`src/rtl/prefetch_unit.sv`:
```
// Instruction prefetch stage feeding the decoder.
// It fetches words sequentially on the instruction bus and keeps a tag queue of
// request PCs to label the in-order responses. Responses are buffered in a FIFO
// that is presented to decode with a valid/ready handshake. A redirect flushes
// the FIFO and marks the responses still in flight for discard.
//
// Ports:
//   clk_i, reset_i          clock, synchronous active-high reset
//   jump_i, jump_addr_i     redirect strobe and target (bits[1:0] ignored)
//   ireqvalid_o/ready_i     fetch request handshake, address on ireqaddr_o
//   irspvalid_i/err_i/data  in-order fetch responses, no backpressure
//   ids_valid_o/ready_i     FIFO head handshake to decode
//   ids_ins_o/pc_o/ferr_o   head instruction, its PC and bus-error flag
module prefetch_unit #(
  parameter int unsigned         P_XLEN         = 32,
  parameter int unsigned         P_DEPTH        = 4,
  parameter logic [P_XLEN-1:0]   P_RESET_VECTOR = '0
) (
  input  logic              clk_i,
  input  logic              reset_i,
  input  logic              jump_i,
  input  logic [P_XLEN-1:0] jump_addr_i,
  output logic              ireqvalid_o,
  input  logic              ireqready_i,
  output logic [P_XLEN-1:0] ireqaddr_o,
  input  logic              irspvalid_i,
  input  logic              irsperr_i,
  input  logic [31:0]       irspdata_i,
  output logic              ids_valid_o,
  input  logic              ids_ready_i,
  output logic [31:0]       ids_ins_o,
  output logic [P_XLEN-1:0] ids_pc_o,
  output logic              ids_ferr_o
);

  localparam int unsigned PW = $clog2(P_DEPTH);
  localparam int unsigned CW = PW + 1;
  localparam int unsigned SW = CW + 1;
  localparam logic [P_XLEN-1:0] RESET_PC = P_RESET_VECTOR & ~P_XLEN'(3);

  logic [P_XLEN-1:0] pc_q, pc_d;
  logic [CW-1:0]     cnt_q, cnt_d;
  logic [CW-1:0]     out_q, out_d;
  logic [CW-1:0]     disc_q, disc_d;
  logic [PW-1:0]     rd_ptr_q, rd_ptr_d;
  logic [PW-1:0]     wr_ptr_q, wr_ptr_d;
  logic [PW-1:0]     tag_rd_q, tag_rd_d;
  logic [PW-1:0]     tag_wr_q, tag_wr_d;
  logic              ids_valid_q, ids_valid_d;
  logic [31:0]       ids_ins_q, ids_ins_d;
  logic [P_XLEN-1:0] ids_pc_q, ids_pc_d;
  logic              ids_ferr_q, ids_ferr_d;

  logic [31:0]       fifo_ins_q [P_DEPTH];
  logic [P_XLEN-1:0] fifo_pc_q  [P_DEPTH];
  logic              fifo_err_q [P_DEPTH];
  logic [P_XLEN-1:0] tag_pc_q   [P_DEPTH];

  logic              credit_c;
  logic              req_fire_c;
  logic              rsp_fire_c;
  logic              tag_pop_c;
  logic              push_c;
  logic              pop_c;
  logic [CW-1:0]     cnt_after_pop_c;
  logic [P_XLEN-1:0] tag_head_c;
  logic              unused_jump_lsb;

  assign unused_jump_lsb = ^jump_addr_i[1:0];

  // Credits cover both buffered entries and every in-flight response.
  assign credit_c    = ((SW'(cnt_q) + SW'(out_q)) < SW'(P_DEPTH));
  assign ireqvalid_o = !reset_i && !jump_i && credit_c;
  assign ireqaddr_o  = pc_q;
  assign req_fire_c  = ireqvalid_o && ireqready_i;

  // A response with nothing outstanding is a leftover from before reset.
  assign rsp_fire_c  = irspvalid_i && (out_q != '0);
  // Tags of discarded responses were flushed with the redirect.
  assign tag_pop_c   = rsp_fire_c && (disc_q == '0);
  assign push_c      = tag_pop_c && !jump_i;
  assign pop_c       = ids_valid_q && ids_ready_i && !jump_i;
  assign tag_head_c  = tag_pc_q[tag_rd_q];

  assign ids_valid_o = ids_valid_q;
  assign ids_ins_o   = ids_ins_q;
  assign ids_pc_o    = ids_pc_q;
  assign ids_ferr_o  = ids_ferr_q;

  // Next-state: counters, pointers and the registered view of the FIFO head.
  always_comb begin
    pc_d        = pc_q;
    cnt_d       = cnt_q;
    out_d       = out_q;
    disc_d      = disc_q;
    rd_ptr_d    = rd_ptr_q;
    wr_ptr_d    = wr_ptr_q;
    tag_rd_d    = tag_rd_q;
    tag_wr_d    = tag_wr_q;
    ids_valid_d = ids_valid_q;
    ids_ins_d   = ids_ins_q;
    ids_pc_d    = ids_pc_q;
    ids_ferr_d  = ids_ferr_q;

    cnt_after_pop_c = cnt_q - CW'(pop_c);

    if (req_fire_c) begin
      pc_d     = pc_q + P_XLEN'(4);
      tag_wr_d = tag_wr_q + PW'(1);
    end
    out_d = out_q + CW'(req_fire_c) - CW'(rsp_fire_c);
    if (rsp_fire_c && (disc_q != '0)) begin
      disc_d = disc_q - CW'(1);
    end
    if (tag_pop_c) begin
      tag_rd_d = tag_rd_q + PW'(1);
    end
    if (push_c) begin
      wr_ptr_d = wr_ptr_q + PW'(1);
    end
    if (pop_c) begin
      rd_ptr_d = rd_ptr_q + PW'(1);
    end
    cnt_d = cnt_q + CW'(push_c) - CW'(pop_c);

    // Head for next cycle: the incoming word if the FIFO is otherwise empty,
    // else the stored entry; the data outputs hold when nothing is left.
    ids_valid_d = (cnt_d != '0);
    if (cnt_d != '0) begin
      if (cnt_after_pop_c == '0) begin
        ids_ins_d  = irspdata_i;
        ids_pc_d   = tag_head_c;
        ids_ferr_d = irsperr_i;
      end else begin
        ids_ins_d  = fifo_ins_q[rd_ptr_d];
        ids_pc_d   = fifo_pc_q[rd_ptr_d];
        ids_ferr_d = fifo_err_q[rd_ptr_d];
      end
    end

    // Redirect overrides everything; in-flight responses become discards.
    if (jump_i) begin
      pc_d        = {jump_addr_i[P_XLEN-1:2], 2'b00};
      cnt_d       = '0;
      rd_ptr_d    = '0;
      wr_ptr_d    = '0;
      tag_rd_d    = '0;
      tag_wr_d    = '0;
      out_d       = out_q - CW'(rsp_fire_c);
      disc_d      = out_q - CW'(rsp_fire_c);
      ids_valid_d = 1'b0;
      ids_ins_d   = ids_ins_q;
      ids_pc_d    = ids_pc_q;
      ids_ferr_d  = ids_ferr_q;
    end
  end

  // State registers.
  always_ff @(posedge clk_i) begin
    if (reset_i) begin
      pc_q        <= RESET_PC;
      cnt_q       <= '0;
      out_q       <= '0;
      disc_q      <= '0;
      rd_ptr_q    <= '0;
      wr_ptr_q    <= '0;
      tag_rd_q    <= '0;
      tag_wr_q    <= '0;
      ids_valid_q <= 1'b0;
      ids_ins_q   <= '0;
      ids_pc_q    <= '0;
      ids_ferr_q  <= 1'b0;
    end else begin
      pc_q        <= pc_d;
      cnt_q       <= cnt_d;
      out_q       <= out_d;
      disc_q      <= disc_d;
      rd_ptr_q    <= rd_ptr_d;
      wr_ptr_q    <= wr_ptr_d;
      tag_rd_q    <= tag_rd_d;
      tag_wr_q    <= tag_wr_d;
      ids_valid_q <= ids_valid_d;
      ids_ins_q   <= ids_ins_d;
      ids_pc_q    <= ids_pc_d;
      ids_ferr_q  <= ids_ferr_d;
    end
  end

  // Storage arrays; contents are qualified by the pointers, so no reset.
  always_ff @(posedge clk_i) begin
    if (push_c) begin
      fifo_ins_q[wr_ptr_q] <= irspdata_i;
      fifo_pc_q[wr_ptr_q]  <= tag_head_c;
      fifo_err_q[wr_ptr_q] <= irsperr_i;
    end
    if (req_fire_c) begin
      tag_pc_q[tag_wr_q] <= pc_q;
    end
  end

endmodule

```
`config.mk`:
```
export PLATFORM = sky130hd
export DESIGN_NAME = prefetch_unit
export DESIGN_NICKNAME = d
export VERILOG_FILES = /design/src/rtl/prefetch_unit.sv
export SDC_FILE = /design/constraint.sdc
export NUM_CORES = 1
export LEC_CHECK = 0
export BUFFER_PORTS_ARGS = -buffer_cell sky130_fd_sc_hd__buf_2
export CELL_PAD_IN_SITES_DETAIL_PLACEMENT = 2
export CELL_PAD_IN_SITES_GLOBAL_PLACEMENT = 2
export CORE_UTILIZATION = 38
export DETAILED_ROUTE_END_ITERATION = 6
export PLACE_DENSITY = 0.77
export SLEW_MARGIN = 20
export SYNTH_ARGS = -nofsm -noshare
export SYNTH_HDL_FRONTEND = slang
export SYNTH_SLANG_ARGS = --single-unit
```
`constraint.sdc`:
```
create_clock -name clk_i -period 3.35 [get_ports clk_i]
set_clock_uncertainty 0.1 [all_clocks]
set_input_delay 0.335 -clock clk_i [delete_from_list [all_inputs] [get_ports clk_i]]
set_output_delay 0.335 -clock clk_i [all_outputs]
set_load 0.02 [all_outputs]
```
==> metrics.csv, run 1 <==
stage;metric;value;unit
status;status;complete, no violations;
sta;fmax;0.305;GHz
floorplanning;row count;86;
setup_path;CP top delay family;adder cells;
clock_network;clock root buffer;clkbuf_16;
setup_path;crit-path cells;inv_2 > ha_2 > nand2b_1 > nor3_2 > inv_2 > ha_4 > inv_2 > ha_4 > inv_4 > fa_2 > xor2_2 > xnor2_2 > a21oi_4 > buf_12 > buf_12 > clkbuf_16 > nor2_1 > nor3b_1;
grt;vias in the first global route;17180;
placed_design;post-DP HPWL;39500;microns
routing;average wire per standard cell;26.6;microns
floorplanning;DIE AREA;0.0573;sq mm
synth;synthesized area per cell;13.1;sq um
floorplanning;initial core utilization;38.6;%
synth;Netlist Area Pre-Place;0.0214;sq mm
layout;multi-input gate area in the final layout;0.00761;sq mm
sta;min Tclk post-route;3280;ps
setup_path;reg2reg end;ids_pc_o[9]$_SDFFE_PP0P_;
placed_design;placed insts;2471;
setup_path;Worst path most repeated cell;inv_2;
routing;vias;15079;
layout;share of post-route cells with drive strength above 1;24.9;%
synth;distinct cell type count after synthesis;64;
synth;Post-synth EDFFs;372;
grt;gr ovfl total;0;
sta;final hold viol count;0;
sta;Final setup viols;0;
power;power density over the cells;583;mW/mm^2
routing;ANT nets after route;0;
power;peak supply drop;0.420;mV
power;P_leak;8.86;nW
setup_path;r2r startpoint;disc_q[1]$_SDFFE_PP0P_;
setup_path;Buf+Inv Stages, Crit Path;7;
setup_path;CP startpoint;disc_q[1]$_SDFFE_PP0P_;
synth;YS warnings;0;
setup_path;Max FO, Critical Path;6;
setup_path;Slowest Stage Delay on Critical Path;370;ps
layout;utilization after layout;47.3;%
clock_network;Num CTS Buffers;52;
synth;Post-synth ARST share;0;%
routing;drt initial violations;925;
floorplanning;Die Wd;239;microns
placed_design;PortBufs;163;
clock_network;htree depth;2;
floorplanning;I/O pins;170;
synth;mux contribution to synthesized area;11.9;%
synth;Synth Area in Compound Gates;9.84;%
setup_path;slowest CP cell;fa_2;
hold_path;worst hold path class;input pin to register;
setup_path;arrival time worst endpoint;3670;ps
floorplanning;area of the core;0.0554;sq mm
layout;storage element area;0.0134;sq mm
clock_network;Sink Count;485;
routing;DR vias/cell;5.65;
grt;initial antenna violation count;0;
sta;pins over their slew limit;0;
setup_path;kind of end point of the critical path;register;
grt;largest net degree at the start of global routing;103;
routing;DRC viols;0;
power;Tot Pwr;15.3;mW
clock_network;CTS Buffer Depth;3;
synth;Syn Inst Count;1630;
setup_path;Crit path required time;3750;ps
synth;Simple-Gate Fraction of Synth Area;9.86;%
synth;largest family of logic cells by synthesized area;multiplexers;
clock_network;CTS tree;yes;
routing;Initial DRT Pass Iterations;5;
floorplanning;Die Y;239;microns
synth;post-synthesis xor/xnor area fraction;1.19;%
sta;normalized max-slew margin;35.0;%
synth;register bit total from synthesis;485;
setup_path;reg2reg path depth;18;
hold_path;hold path endpoint;ireqaddr_o[19]$_SDFFE_PP0P_;
clock_network;clock network latency to the later pin of the worst-skew pair;600;ps
synth;register area share after synthesis;62.7;%
setup_path;crit start category;register;
routing;final wirelength;71000;microns
setup_path;R2R setup slack;70;ps
sta;Tcrit/Tclk final;97.8;%
setup_path;crit path kind;register to register;
grt;Total GRT Usage;24.5;%
synth;Synth Area in Adders;1.36;%
grt;first-pass GRT wire length;105000;microns
synth;Post-synth top flop;edfxtp_1;
sta;RSZ-0062 raised after global routing;yes;
layout;Layout area overhead;22.3;%
hold_path;hold depth;3;
sta;Worst-Margin Slew;976;ps
hold_path;HP Start;jump_addr_i[19];
layout;nets;1970;
flow_run;Max-Cap Viols;0;
placed_design;GPL Wtd Cong;0.757;
layout;post-route insts no fill;2669;
layout;fillcell total;5282;
clock_network;Clock transition at path regs;60;ps
-- worst max-delay path by stage --
stage,to,depth (start not counted)
detailed placement,ids_pc_o[31]$_SDFFE_PP0P_,17
CTS,ids_pc_o[18]$_SDFFE_PP0P_,18
finish,ids_pc_o[9]$_SDFFE_PP0P_,18
global placement,ids_ins_o[10]$_SDFFE_PP0P_,17
floorplan,ids_pc_o[21]$_SDFFE_PP0P_,17
global route,ids_pc_o[9]$_SDFFE_PP0P_,18
-- final cells by class --
cell class                 count  area share, %
antenna                        1        0.00956
sequential                   485           51.3
clock inverter                28           1.09
multi-input combinational   1009           29.1
timing repair buffer         309           9.32
inverter                      20          0.315
clock buffer                  69           5.29
tap                          748           3.57
-- timing repair --
action | 4_1_cts | 5_1_grt
hold endpoints to repair | 162 | 0
buffers inserted | 26 | 10
cloned | 3 | 4
resized for setup | 23 | 70
pin swaps | 2 | 20
setup endpoints to repair | 64 | 74
hold buffers | 62 | 0
-- flip-flops by register name (all words and copies together), names as in the netlist, 4 cells and up, named ones only --
register / count
tag_pc_q: 120
ids_ins_o: 32
ireqaddr_o: 30
ids_pc_o: 30
fifo_err_q: 4
fifo_ins_q: 128
fifo_pc_q: 120
-- worst register-to-register path, stage by stage, from the launching register on --
cell and delay (ps):
dfxtp_2 320, inv_2 60, ha_2 150, nand2b_1 70
nor3_2 230, inv_2 80, ha_4 220, inv_2 60
ha_4 140, inv_4 40, fa_2 370, xor2_2 180
xnor2_2 190, a21oi_4 220, buf_12 190, buf_12 150
clkbuf_16 140, nor2_1 40, nor3b_1 220
-- cells in the mapped netlist, drive strengths merged, types with 12 or more instances --
cell	number	area [sq um]
buf	61	359
nand3	13	70.1
nand2	63	239
mux4	30	676
nor4	12	96.3
mux2i	150	1500
a21oi	61	305
nor2b	66	413
xnor2	19	166
nor3b	30	270
clkbuf	57	218
ha	20	250
a211oi	78	591
dfxtp	113	2260
edfxtp	372	11200
mux2	33	372
nor2	159	597
and2	15	93.8
o2111ai	32	280
o21ai	109	546
inv	19	73.8
o22ai	29	181
nand4	13	81.3
-- layer usage --
metal | vias up | wire length [microns] | share of wire [%] | GRT usage [%]
li1 | 6668 | - | - | -
met1 | 7900 | 29200 | 41 | 29.0
met2 | 396 | 37100 | 52 | 44.6
met3 | 115 | 2750 | 3.9 | 3.85
met4 | 0 | 1990 | 2.8 | 9.27
met5 | - | 0 | 0 | 0
-- stage by stage --
step,hold WS [ps],instance area (sq um),setup TNS (ps),setup WS (ps)
global route,29.5,26200,-386,-97.5
detailed placement,351,23200,-6160,-265
CTS,9.62,25800,-226,-31.2
finish,42.6,26200,0,73.9
global placement,340,23200,0,50.3
floorplan,334,21400,0,168
-- where the power goes --
group          internal, mW  total (mW)  switching [mW]
Combinational          1.00        2.44            1.44
Clock                  3.30        5.76            2.46
Sequential             6.80        7.06           0.254
Total                  11.1        15.3            4.16
-- kinds of logic after synthesis --
group                    after synthesis
flip-flops                           485
AND/OR/NAND/NOR                      405
AO/OA/AOI/OAI                        336
multiplexers                         213
buffers and inverters                139
XOR/XNOR                              29
adder cells (fa/ha/maj)               22
other                                  1
-- placed cells by master, fill, tap and decap left out, types with 9 or more instances in the layout --
| cell type | count |
|---|---|
| edfxtp_1 | 372 |
| buf_2 | 162 |
| nor2_1 | 154 |
| mux2i_1 | 150 |
| dfxtp_1 | 108 |
| o21ai_0 | 90 |
| a211oi_1 | 76 |
| nor2b_1 | 65 |
| dlygate4sd3_1 | 62 |
| clkbuf_16 | 56 |
| buf_4 | 56 |
| a21oi_1 | 51 |
| nand2_1 | 49 |
| mux2_2 | 33 |
| o2111ai_1 | 31 |
| mux4_2 | 30 |
| o22ai_1 | 29 |
| nor3b_2 | 21 |
| buf_12 | 19 |
| xnor2_1 | 18 |
| ha_1 | 17 |
| clkbuf_1 | 15 |
| nand2_2 | 13 |
| nand4_1 | 13 |
| o21ai_1 | 12 |
| clkinv_1 | 12 |
| inv_1 | 12 |
| nand3_1 | 11 |
| and2_1 | 10 |
| nor4_1 | 10 |
| nor3b_1 | 9 |
| a21oi_2 | 9 |
| xor2_1 | 9 |
Note: power is estimated with default switching activity, not from simulation.
==> run 2: changes to the inputs <==
CORE_UTILIZATION = 42   (was 38)
PLACE_DENSITY = 0.8   (was 0.77)
SLEW_MARGIN = default   (was 20)
clock period = 3.2 ns   (was 3.35 ns; I/O delays follow)
==> metrics.csv, run 2 (synthesis results as in run 1) <==
stage;metric;value;unit;change
clock_network;CTS Buffer Depth;3;;unchanged
placed_design;GPL Wtd Cong;0.795;;+5.0%
status;failing checks;setup timing;;
layout;share of post-route cells with drive strength above 1;26.8;%;+1.9 points
setup_path;crit path kind;register to register;;
layout;max reg flops;128;;unchanged
grt;vias in the first global route;17809;;+3.7%
clock_network;clock network latency to the later pin of the worst-skew pair;640;ps;+40 ps
sta;WHS;32.8;ps;-9.82 ps
hold_path;HP Start;jump_addr_i[19];;
clock_network;clock root buffer;clkbuf_16;;
grt;Total GRT Usage;31.2;%;+6.7 points
routing;final wirelength;87400;microns;+23%
clock_network;htree depth;2;;unchanged
sta;Final WS setup;-284;ps;-358 ps
setup_path;Crit path required time;3630;ps;-120 ps
hold_path;worst hold path class;input pin to register;;
layout;Layout area overhead;23.6;%;
flow_run;Max-Cap Viols;0;;unchanged
routing;ANT nets after route;0;;unchanged
layout;fillcell total;4612;;-13%
power;power density over the cells;632;mW/mm^2;+8.4%
power;P_int;11.8;mW;+6.3%
clock_network;Sink Count;485;;unchanged
power;peak supply drop;0.403;mV;-3.9%
grt;initial antenna violation count;0;;unchanged
sta;normalized max-slew margin;30.9;%;-4.1 points
sta;min Tclk post-route;3480;ps;+208 ps
grt;GRT busiest layer;met2;;
sta;Tcrit/Tclk final;109;%;+11 points
floorplanning;initial core utilization;42.6;%;+4.0 points
placed_design;placed insts;2421;;-2.0%
sta;Worst-Margin Slew;1040;ps;+60.8 ps
status;status;finished with violations;;
floorplanning;area of the core;0.0503;sq mm;-9.3%
grt;first-pass GRT wire length;121000;microns;+15%
routing;Initial DRT Pass Iterations;6;;+1
layout;utilization after layout;52.6;%;+5.4 points
floorplanning;DIE AREA;0.0519;sq mm;-9.4%
routing;drt initial violations;1511;;+63%
layout;post-route insts no fill;2608;;-2.3%
setup_path;kind of end point of the critical path;register;;
setup_path;slowest CP cell;fa_2;;
layout;commonest non-fill, non-tap cell in the layout;edfxtp_1;;
sta;pins over their slew limit;0;;unchanged
placed_design;PortBufs;163;;unchanged
setup_path;crit-path cells;inv_2 > ha_4 > nand2b_4 > nor3_4 > inv_2 > ha_4 > inv_2 > ha_4 > inv_2 > fa_2 > xor2_2 > xnor2_2 > a21oi_4 > buf_4 > buf_12 > o2111ai_1 > a21oi_1;;
floorplanning;Die Y;228;microns;-4.8%
setup_path;CP startpoint;disc_q[1]$_SDFFE_PP0P_;;
layout;biggest regs;fifo_ins_q: 128 flops, fifo_pc_q: 120 flops, tag_pc_q: 120 flops;;
routing;average wire per standard cell;33.5;microns;+26%
power;switching portion of total power;29.4;%;+2.2 points
power;Tot Pwr;16.7;mW;+9.6%
setup_path;r2r startpoint;disc_q[1]$_SDFFE_PP0P_;;
sta;Final setup viols;64;;+64
grt;largest net degree at the start of global routing;72;;-30%
clock_network;CTS tree;yes;;
layout;nets;1985;;+0.76%
floorplanning;I/O pins;170;;unchanged
power;Net Sw Power;4.92;mW;+18%
layout;Top reg by flops;fifo_ins_q;;
sta;fmax;0.287;GHz;-6.0%
power;Reg power frac;44.3;%;-1.9 points
power;Clock power frac;38.7;%;+0.9 points
setup_path;crit start category;register;;
clock_network;Clock transition at path regs;70;ps;about the same
sta;final hold viol count;0;;unchanged
power;P_leak;9.01;nW;+1.8%
grt;M3 GR Usage;4.93;%;+1.1 points
routing;DRC viols;0;;unchanged
setup_path;Slowest Stage Delay on Critical Path;390;ps;+20 ps
setup_path;Max FO, Critical Path;10;;+4
layout;commonest cells after routing, fill and taps aside;edfxtp_1 (372), buf_2 (162), mux2i_1 (150);;
sta;RSZ-0062 raised after global routing;yes;;
power;Comb power frac;17.0;%;+1.0 points
layout;number of diodes;0;;-1
grt;met2 Use GR;55.7;%;+11 points
floorplanning;row count;82;;-4.7%
floorplanning;Die Wd;228;microns;-4.8%
routing;vias;16356;;+8.5%
placed_design;post-DP HPWL;43200;microns;+9.2%
setup_path;arrival time worst endpoint;3910;ps;+240 ps
routing;DR vias/cell;6.27;;+11%
clock_network;Num CTS Buffers;52;;unchanged
grt;M1 GR Usage;38.1;%;+9.1 points
setup_path;Worst path most repeated cell;inv_2;;
grt;gr ovfl total;0;;unchanged
run 2: cell count changes in the layout (fill, tap and decap cells not counted), moves of 7 or more:
cell      previous run  this run
clkbuf_8             2        12
nand2_1             49        59
nand2_2             13         4
o21ai_2              7        20
buf_6                2        11
o21ai_0             90        83
run 2: power by group through the flow:
| stage | Clock [mW] | Sequential (mW) | Combinational [mW] |
|---|---|---|---|
| finish | 6.48 | 7.41 | 2.84 |
| detailed placement | 0 | 7.48 | 2.07 |
| CTS | 6.24 | 7.37 | 2.50 |
| global route | 6.71 | 7.42 | 2.96 |
| floorplan | 0 | 7.58 | 1.00 |
| global placement | 0 | 7.44 | 1.94 |
run 2: cell type report:
cell class	count	area (sq um)	area share (%)
Clock buffer	78	1540	5.82
Timing Repair Buffer	324	2640	9.96
Sequential cell	485	13400	50.8
Tap cell	672	841	3.18
Multi-Input combinational cell	1009	7730	29.2
Inverter	20	80.1	0.303
Clock inverter	20	185	0.700
run 2: final timing paths:
path,cells after the start,end,slack [ps]
max,17,ids_ins_o[4]$_SDFFE_PP0P_,-280
max reg2reg,17,ids_ins_o[4]$_SDFFE_PP0P_,-280
min,3,ireqaddr_o[19]$_SDFFE_PP0P_,30
min reg2reg,2,ids_ins_o[20]$_SDFFE_PP0P_,360
run 2: repair_timing:
action / in CTS / in global routing
hold buffers: 61 / 0
hold endpoints to repair: 161 / 0
setup buffers: 24 / 4
endpoints found under the setup margin: 64 / 74
gates cloned: 1 / 5
pin swaps: 13 / 14
resized for setup: 87 / 44
run 2: per-stage QoR:
step / setup WS (ps) / cell area (sq um) / setup TNS (ps)
finish: -284 / 26500 / -10160
CTS: -159 / 26200 / -5660
global route: -319 / 26500 / -13690
floorplan: 17.5 / 21400 / 0
global placement: -144 / 23400 / -5790
detailed placement: -437 / 23400 / -22000
run 2: critical path, delay by kind of cell (launching register included):
kind / cells / cell delay [ps]
AOI/OAI and AO/OA: 3 / 680
xor gates and xnor gates: 2 / 400
adders and majority gates: 4 / 890
buffers and inverters: 6 / 660
DFF: 1 / 340
and+or+nand+nor: 2 / 290
run 2: routing by layer:
layer / up-vias / part of all wire, %
li1: 6708 / -
met1: 8632 / 39
met2: 821 / 51
met3: 195 / 6.2
met4: 0 / 3.6
met5: - / 0
